--- src/rtl/ras_pkg.sv ---
// Shared defaults and checkpoint record for the return-address stack.
package ras_pkg;

   localparam int RAS_AW         = 14;
   localparam int RAS_DEPTH_LOG2 = 4;
   localparam int RAS_NCKPT      = 4;

   // Default-width checkpoint record; the stack passes its own sized variant.
   typedef struct packed {
      logic [RAS_DEPTH_LOG2-1:0] sp;
      logic [RAS_DEPTH_LOG2:0]   count;
      logic [RAS_AW-1:0]         top;
      logic                      valid;
   } ras_ckpt_t;

endpackage

--- src/rtl/ras_ckpt_file.sv ---
// Checkpoint slots for stack rollback; only the valid bits are cleared.
module ras_ckpt_file
   import ras_pkg::*;
#(
   parameter int  NCKPT  = RAS_NCKPT,
   parameter type ckpt_t = ras_ckpt_t
) (
   input  logic                     clk,
   input  logic                     clear,
   input  logic                     save,
   input  logic [$clog2(NCKPT)-1:0] id,
   input  ckpt_t                    save_data,
   output ckpt_t                    rd_data
);

   ckpt_t slots [NCKPT];

   always_ff @(posedge clk) begin
      if (clear) begin
         for (int i = 0; i < NCKPT; i++) begin
            slots[i].valid <= 1'b0;
         end
      end else if (save) begin
         slots[id] <= save_data;
      end
   end

   assign rd_data = slots[id];

endmodule

--- src/rtl/ret_addr_stack.sv ---
// Circular return-address stack with checkpoint rollback for the fetch unit.
module ret_addr_stack
   import ras_pkg::*;
#(
   parameter int AW         = RAS_AW,
   parameter int DEPTH_LOG2 = RAS_DEPTH_LOG2,
   parameter int NCKPT      = RAS_NCKPT
) (
   input  logic                     clk,
   input  logic                     rst,
   input  logic                     push,
   input  logic [AW-1:0]            push_addr,
   input  logic                     pop,
   output logic [AW-1:0]            ra,
   output logic                     ra_valid,
   output logic [DEPTH_LOG2:0]      count,
   output logic                     overflow,
   output logic                     underflow,
   input  logic                     ckpt_save,
   input  logic                     ckpt_restore,
   input  logic [$clog2(NCKPT)-1:0] ckpt_id
);

   localparam int                DEPTH    = 2 ** DEPTH_LOG2;
   localparam logic [DEPTH_LOG2:0] FULL_CNT = (DEPTH_LOG2 + 1)'(DEPTH);

   typedef struct packed {
      logic [DEPTH_LOG2-1:0] sp;
      logic [DEPTH_LOG2:0]   count;
      logic [AW-1:0]         top;
      logic                  valid;
   } ckpt_t;

   logic [AW-1:0]         mem [DEPTH];
   logic [DEPTH_LOG2-1:0] sp;
   logic [DEPTH_LOG2-1:0] sp_inc;
   logic [DEPTH_LOG2-1:0] sp_dec;
   logic                  empty;
   logic                  full;
   logic                  save_en;
   ckpt_t                 save_data;
   ckpt_t                 rd_data;

   assign sp_inc    = sp + 1'b1;
   assign sp_dec    = sp - 1'b1;
   assign empty     = (count == '0);
   assign full      = (count == FULL_CNT);
   assign ra        = empty ? '0 : mem[sp];
   assign ra_valid  = !empty;
   // A restore in the same cycle wins, so the save is dropped.
   assign save_en   = ckpt_save && !ckpt_restore;
   assign save_data = '{sp: sp, count: count, top: mem[sp], valid: 1'b1};

   ras_ckpt_file #(
      .NCKPT  (NCKPT),
      .ckpt_t (ckpt_t)
   ) u_ckpt (
      .clk       (clk),
      .clear     (rst),
      .save      (save_en),
      .id        (ckpt_id),
      .save_data (save_data),
      .rd_data   (rd_data)
   );

   always_ff @(posedge clk) begin
      if (rst) begin
         sp        <= '0;
         count     <= '0;
         overflow  <= 1'b0;
         underflow <= 1'b0;
      end else begin
         overflow  <= 1'b0;
         underflow <= 1'b0;
         if (ckpt_restore) begin
            if (rd_data.valid) begin
               sp    <= rd_data.sp;
               count <= rd_data.count;
            end else begin
               sp    <= '0;
               count <= '0;
            end
         end else if (push && pop) begin
            if (empty) begin
               count <= {{DEPTH_LOG2{1'b0}}, 1'b1};
            end
         end else if (push) begin
            sp       <= sp_inc;
            overflow <= full;
            if (!full) begin
               count <= count + 1'b1;
            end
         end else if (pop) begin
            if (empty) begin
               underflow <= 1'b1;
            end else begin
               sp    <= sp_dec;
               count <= count - 1'b1;
            end
         end
      end
   end

   // Entry memory is deliberately not reset; count gates what is visible.
   always_ff @(posedge clk) begin
      if (!rst) begin
         if (ckpt_restore) begin
            if (rd_data.valid) begin
               mem[rd_data.sp] <= rd_data.top;
            end
         end else if (push && pop) begin
            mem[sp] <= push_addr;
         end else if (push) begin
            mem[sp_inc] <= push_addr;
         end
      end
   end

endmodule

--- config.mk ---
export PLATFORM = sky130hd
export DESIGN_NAME = ret_addr_stack
export DESIGN_NICKNAME = d
export VERILOG_FILES = /design/src/rtl/ras_pkg.sv /design/src/rtl/ras_ckpt_file.sv /design/src/rtl/ret_addr_stack.sv
export SDC_FILE = /design/constraint.sdc
export NUM_CORES = 1
export LEC_CHECK = 0
export BUFFER_PORTS_ARGS = -buffer_cell sky130_fd_sc_hd__buf_2
export CORE_UTILIZATION = 49
export CTS_BUF_LIST = sky130_fd_sc_hd__clkbuf_16
export DETAILED_ROUTE_END_ITERATION = 16
export PLACE_DENSITY = 0.71
export SYNTH_ARGS = -nofsm -noshare
export SYNTH_HDL_FRONTEND = slang
export SYNTH_HIERARCHICAL = 1
export SYNTH_SLANG_ARGS = --single-unit
--- constraint.sdc ---
create_clock -name clk -period 5.2 [get_ports clk]
set_clock_uncertainty 0.1 [all_clocks]
set_input_delay 0.78 -clock clk [delete_from_list [all_inputs] [get_ports clk]]
set_output_delay 0.78 -clock clk [all_outputs]
set_load 0.01 [all_outputs]
* Word-level counts from Yosys, hierarchy flattened
Memories as Yosys holds them, arrays and structs flattened. A register that Yosys moved wholly into a read port is not among the register bits.
Cells that the tools add are included.
** Storage, ports and cells
- Register bits after elaboration :: 11
- Bits in writable memories :: 320
- Input bits :: 22
- Word-level logic and storage cells :: 77
- Memories :: 2
** Operators by class
- $add $sub $neg :: 4
- Equality and inequality tests :: 6
- Multiplexer cells :: 45
- Bitwise gates (word level) :: 2
- Reductions and logical operators :: 14
** Memories
- mem :: words 16, width 14, rd ports 1, clocked after memory_dff 1, wr ports 1, RTL line ret_addr_stack.sv:34 : logic [AW-1:0] mem [DEPTH];
- u_ckpt.slots :: words 4, width 24, rd ports 1, clocked after memory_dff 0, wr ports 4, RTL line ras_ckpt_file.sv:16 : ckpt_t slots [NCKPT];
** Operators with widths (count)
- two-way mux 14 bit :: 3
- two-way mux 4 bit :: 10
- two-way mux 5 bit :: 8
- OR reduction 14 bit :: 2
- two-way mux 24 bit :: 1
- OR reduction 24 bit :: 1
- two-way mux 1 bit :: 21
- != test 4 x 3 -> 1 bit (second input constant) :: 2
- != test 3 bit (second input constant) :: 2
- adder 5 x 1 -> 5 bit (second input constant) :: 1
- == test 5 bit (second input constant) :: 1
- logical NOT 5 bit :: 1
- OR reduction 5 bit :: 1
- subtractor 5 x 1 -> 5 bit (second input constant) :: 1
- adder 4 x 1 -> 4 bit (second input constant) :: 1
- two-way mux 2 bit :: 2
- AND reduction 4 bit :: 1
- nonzero test 4 bit :: 1
- OR reduction 4 bit :: 1
- subtractor 4 x 1 -> 4 bit (second input constant) :: 1
- AND reduction 3 bit :: 1
- nonzero test 3 bit :: 1
- logical AND 1 bit :: 2
- logical NOT 1 bit :: 2
- 2 further kinds :: 3

* Longest topological paths before layout
Gate-level depths: netlist of the first run.
- Depth in word-level cells :: 8
- Mapped depth :: 8

* Hierarchy
Netlist of the first run, hierarchy kept.
** Modules (own cells, without submodules)
- ret_addr_stack :: times used 1, cells an instance 550, area each 10202.3 um2, seq. area each 7026.7 um2
- ras_ckpt_file :: times used 1, cells an instance 170, area each 3737.3 um2, seq. area each 2882.8 um2

* Worst setup path before layout of the first run
No wires, ideal clock.
- Kind :: input-to-reg
- From :: in ckpt_restore
- To :: mem u_ckpt/slots[0][10] in the netlist's numbering (enable)
- Setup time :: 432 ps
- Arrival :: 3160 ps
- Data required time :: 4668 ps
- Path slack :: 1508 ps
- Stages :: 5
- Cell sequence :: buf_2 buf_2 nor2b_1 nand2b_1 nor3_1
** RTL lines
- start, declared :: RTL line ret_addr_stack.sv:20 : input logic ckpt_restore,
- end, declared :: RTL line ras_ckpt_file.sv:16

==> impl_metrics.csv, run 1 <==
group,metric,value,unit
layout,insertedDiodeCount,0,
timing,finalSetupTns,0,ns
setup_path,cpMaxStageDelayCell,"dfxtp_4",
die,start_util,0.500,
layout,final_util,0.557,
yosys,ys_ff_latch,335,
yosys,synth_top_family_by_area,"multiplexers",
setup_path,critical_path_arrival,3.09,ns
clocking,cts-htree-levels,2,
place,dpl_cell_area,0.0146,mm²
layout,area_delta_synth_final,11.4,%
setup_path,crit_type,"register to primary output",
global_routing,grt_pass1_vias,7025,
die,rows,61,
drt,via_per_inst,6.14,
yosys,synth_edf_count,320,
yosys,muxShareOfSynthArea,0.178,
layout,most-common-layout-cells,"edfxtp_1 (320), mux4_2 (79), mux2i_1 (48)",
die,io_pins,44,
drt,avgRoutedWirePerCell,25.9,µm
yosys,yosys.area_share.simple,0.0470,
yosys,syn-cell-area,0.0139,mm²
die,dieHeight,171,µm
yosys,synthXorXnorAreaFrac,0.00314,
die,die_area,0.0291,mm²
yosys,synth_ff_type,"edfxtp_1",
yosys,synth_fa_ha_area_frac,0.00592,
status,status,"finished clean",
layout,seqCellArea,0.00992,mm²
min_path,hold_depth,2,
power_and_ir_drop,p_leak,0.00487,µW
clocking,cts_root_buf,"clkbuf_16",
setup_path,worstRegToRegCells,5,
yosys,synthTopCellsByArea,"edfxtp_1 (69%), mux4_2 (13%), mux2i_1 (3.4%), dfxtp_1 (2.2%), mux2_2 (1.4%)",
yosys,netlist_instances,720,
timing,period_needed,3.97,ns
yosys,synth-compound-area-share,0.0332,
timing,worst_slew_pin_slew,1.30,ns
timing,relSlewSlack,0.127,
yosys,synthDistinctLibCells,61,
layout,layout.nets,795,
layout,final_common_cell,"edfxtp_1",
yosys,syn-mean-instance-area,19.4,µm²
timing,finalCritPeriodShare,0.764,
timing,maxSlewViolCount,0,
yosys,ys_seq_area_frac,0.711,
power_and_ir_drop,ir_drop,0.278,mV
clocking,postCtsSetupBuffers,0,
clocking,cts_buffers,34,
drt,dr.pass1.iters,6,
setup_path,slowest_delay,0.91,ns
layout,drive_gt1_frac,0.290,
drt,drt-total-wl,30200,µm
place,dp_hpwl,19200,µm
global_routing,grt_max_degree,44,
place,gp_congestion,0.906,
setup_path,crit_required,4.32,ns
clocking,clk_pin_slew,0.06,ns
place,port_buffers,43,
setup_path,cp_num_cells,5,
clocking,cts_buffer_depth,3,
setup_path,cp_num_buf_inv,2,
drt,drt_iter0_markers,894,
setup_path,end_kind,"primary output",
clocking,clk_latency,0.52,ns
layout,fillers,2073,
timing,max_freq,252,MHz
min_path,hold_path_class,"register to register",
yosys,synthArstFlopShare,0,
global_routing,antenna_found_initial,1,
layout,finalInstanceArea,0.0155,mm²
die,die_x,171,µm
clocking,cts_resized,0,
yosys,syn_nets,748,
yosys,ys_warn_count,6,
setup_path,critPathTopFamily,"flip-flops",
setup_path,worst-path-max-fanout,43,
timing,hold_viol,0,
clocking,cts_sinks,335,
drt,vias,7167,
global_routing,grt_overflow_total,0,
flow_run,maxCapViolCount,0,
global_routing,grt_pass1_wl,44600,µm
drt,drc,0,
setup_path,cp_cell_sequence,"buf_4, mux4_2, mux2i_1, o22ai_1, buf_2",
global_routing,grtUsageTotal,0.214,
yosys,synth_top_area_frac,0.689,
timing,rsz0062_at_grt,"false",
yosys,yosysTopAreaCell,"edfxtp_1",
layout,multiInputGateArea,0.00382,mm²
timing,finalSetupViolations,0,
power_and_ir_drop,power.density,380,mW/mm²
clocking,hold_buffers,0,
setup_path,start_kind,"register",
clocking,cts_tree,"built",
die,core-area,0.0279,mm²
drt,ant_nets,0,
-- sequential cells by signal, summed over array words and instances (netlist names), named ones only --
name / flops
underflow: 1
count: 5
overflow: 1
mem: 224
sp: 4
u_ckpt/slots: 96
-- worst paths after layout --
kind,from,endpoint,slack [ns]
setup / recovery,register,ra[0],1.23
hold / removal,sp[3],sp[3],0.55
setup reg to reg,sp[0],mem[10][13],2.04
hold reg to reg,sp[3],sp[3],0.55
-- per-stage QoR --
step | total power [µW] | cells | hold slack, ns | setup slack, ns
finish | 5900 | 1167 | 0.549 | 1.23
global route | 6070 | 1167 | 0.568 | 0.990
CTS | 5930 | 1167 | 0.536 | 1.15
detailed placement | 3800 | 1109 | 0.520 | 0.786
global placement | 3770 | 1109 | 0.510 | 0.932
floorplan | 3560 | 720 | 0.444 | 1.51
-- cell usage after synthesis, drive strengths merged (6+ instances only) --
| cell | count |
|---|---|
| nand2 | 13 |
| o21ai | 6 |
| nor2 | 6 |
| a21oi | 11 |
| a211oi | 6 |
| o22ai | 15 |
| mux2i | 48 |
| buf | 36 |
| nand3 | 8 |
| edfxtp | 320 |
| nor3 | 25 |
| clkbuf | 9 |
| and2 | 28 |
| inv | 9 |
| mux4 | 80 |
| mux2 | 17 |
| dfxtp | 15 |
| nand2b | 9 |
-- final cells by class --
class                   count  share of cell area
clock inverters            24             0.00782
flip-flops and latches    335               0.639
well taps                 378              0.0305
repair buffers             56              0.0201
clock buffers              34              0.0548
inverters                   9             0.00218
multi-input cells         331               0.246
-- per-layer routing --
layer | wire length (µm) | vias up | global-route usage
met5 | 13 | - | 0
met4 | 1400 | 2 | 0.105
met2 | 13800 | 312 | 0.316
met1 | 13000 | 3718 | 0.312
met3 | 1940 | 67 | 0.0349
li1 | - | 3068 | -
-- worst reg2reg max path: cells and delay by family, from the launching register on --
kind	cells	cell delay, ns
compound gates	1	0.29
fa+ha+maj	1	0.39
buf+inv	1	0.15
flops	1	0.54
simple gates	2	1.30
-- logic make-up (layout without fill, tap and decap cells) --
group	Yosys count	count (layout)
other	1	1
buffers and inverters	54	123
XOR/XNOR	5	5
multiplexers	145	145
AND/OR/NAND/NOR	110	110
AO/OA/AOI/OAI	64	64
flip-flops	335	335
adder cells (fa/ha/maj)	6	6
-- where the power goes --
group	switching, µW	internal (µW)
clock network	958	1190
logic	377	267
registers	90.9	3010
total	1430	4470
(Power assumes the default switching activity.)
==> inputs of run 2 (changes only) <==
--- a/config.mk
+++ b/config.mk
@@ -9,7 +9,7 @@
 export CORE_UTILIZATION = 49
 export CTS_BUF_LIST = sky130_fd_sc_hd__clkbuf_16
 export DETAILED_ROUTE_END_ITERATION = 16
-export PLACE_DENSITY = 0.71
+export PLACE_DENSITY = 0.74
 export SYNTH_ARGS = -nofsm -noshare
 export SYNTH_HDL_FRONTEND = slang
 export SYNTH_HIERARCHICAL = 1
==> constraint.sdc (replaced) <==
create_clock -name clk -period 3.49 [get_ports clk]
set_clock_uncertainty 0.1 [all_clocks]
set_input_delay 0.5235 -clock clk [delete_from_list [all_inputs] [get_ports clk]]
set_output_delay 0.5235 -clock clk [all_outputs]
set_load 0.01 [all_outputs]
==> impl_metrics.csv, run 2 (synthesized netlist as in run 1, its figures left out) <==
group,metric,value,unit
status,status,"finished clean",
clocking,cts_buffers,34,
drt,vias,7471,
timing,timing.final.ws_setup,0.113,ns
setup_path,end_kind,"primary output",
die,dieHeight,171,µm
layout,top_register,"mem",
clocking,cts_sinks,335,
drt,dr.pass1.iters,7,
clocking,hold_buffers,0,
drt,avgRoutedWirePerCell,26.6,µm
global_routing,grt_overflow_total,0,
layout,drive_gt1_frac,0.321,
layout,largest_reg_flops,224,
drt,drc,0,
layout,final_common_cell,"edfxtp_1",
place,dpl.cell_count,1133,
clocking,cts-htree-levels,2,
setup_path,start_kind,"register",
min_path,hold_path_class,"input port to register",
place,port_buffers,43,
die,start_util,0.500,
setup_path,crit_required,2.87,ns
clocking,clk_latency,0.52,ns
global_routing,grtUsageTotal,0.225,
power_and_ir_drop,p_leak,0.00504,µW
power_and_ir_drop,power.density,572,mW/mm²
layout,stdcell_count,1193,
clocking,cts_buffer_depth,3,
drt,ant_nets,0,
die,core-area,0.0279,mm²
global_routing,grt_pass1_wl,46800,µm
timing,rsz0062_at_grt,"false",
layout,final_util,0.569,
clocking,clk_pin_slew,0.06,ns
layout,insertedDiodeCount,0,
setup_path,critical_path_arrival,2.75,ns
place,dp_slack,0.470,ns
place,dp_hpwl,20000,µm
drt,drt-total-wl,31800,µm
timing,worst_slew_pin_slew,0.820,ns
layout,layout.nets,820,
layout,seqCellArea,0.00992,mm²
flow_run,maxCapViolCount,0,
global_routing,grt_pass1_vias,7353,
timing,finalCritPeriodShare,0.968,
timing,whs,0.304,ns
drt,drt_iter0_markers,1086,
layout,most-common-layout-cells,"edfxtp_1 (320), mux4_2 (79), mux2i_1 (48)",
timing,max_freq,296,MHz
timing,maxSlewViolCount,0,
clocking,cts_root_buf,"clkbuf_16",
timing,finalSetupTns,0,ns
die,die_area,0.0291,mm²
setup_path,worst-path-max-fanout,30,
die,die_x,171,µm
drt,via_per_inst,6.26,
timing,relSlewSlack,0.447,
layout,multiInputGateArea,0.00383,mm²
global_routing,antenna_found_initial,0,
die,io_pins,44,
layout,reg_top3,"mem: 224 flops, u_ckpt/slots: 96 flops, count: 5 flops",
die,rows,61,
timing,period_needed,3.38,ns
layout,area_delta_synth_final,13.6,%
power_and_ir_drop,ir_drop,0.383,mV
global_routing,grt_max_degree,31,
setup_path,crit_type,"register to primary output",
timing,hold_viol,0,
clocking,cts_tree,"built",
layout,fillers,2024,
place,gp_congestion,0.903,
timing,finalSetupViolations,0,
==> run 2: metrics by stage <==
step,power (µW),area (µm²)
after CTS,9070,15800
final,9060,15800
after detailed placement,5680,14800
after global placement,5640,14800
after floorplan,5310,13900
after global routing,9320,15800
==> run 2: layer usage <==
layer / vias to the layer above / track usage / part of all wire
li1: 3109 / - / -
met1: 3884 / 0.316 / 0.40
met2: 405 / 0.350 / 0.48
met3: 73 / 0.0389 / 0.075
met4: 0 / 0.0897 / 0.038
met5: - / 0 / 0
==> run 2: timing repair <==
item                       4_1_cts  5_1_grt
gates resized for setup          0        2
setup endpoints to repair        0        7
buffers inserted                 0        1
==> run 2: worst paths after layout <==
check / startpoint / to / slack, ns / depth (start not counted)
max: register / ra[8] / 0.11 / 5
min reg2reg: count[1] / count[1] / 0.53 / 2
min: pop / underflow / 0.30 / 3
max reg2reg: register / u_ckpt/slots[1][10] / 0.85 / 5
==> run 2: cell type report <==
cell class	count	share of cell area
clock buffers	35	0.0553
flip-flops and latches	335	0.626
repair buffers	81	0.0344
clock inverters	24	0.0107
multi-input cells	331	0.242
well taps	378	0.0299
inverters	9	0.00213
==> run 2: power by group <==
group          leakage [µW]  internal, µW  switching, µW
Sequential          0.00299          4490           92.7
Clock              0.000534          1970           1470
Combinational       0.00152           423            625
==> run 2: worst max-delay path, stage by stage (launching register included) <==
cell and delay [ns]:
dfxtp_2 0.85, buf_4 0.36, mux4_2 0.37, mux2i_1 0.23, o22ai_1 0.20, buf_2 0.21
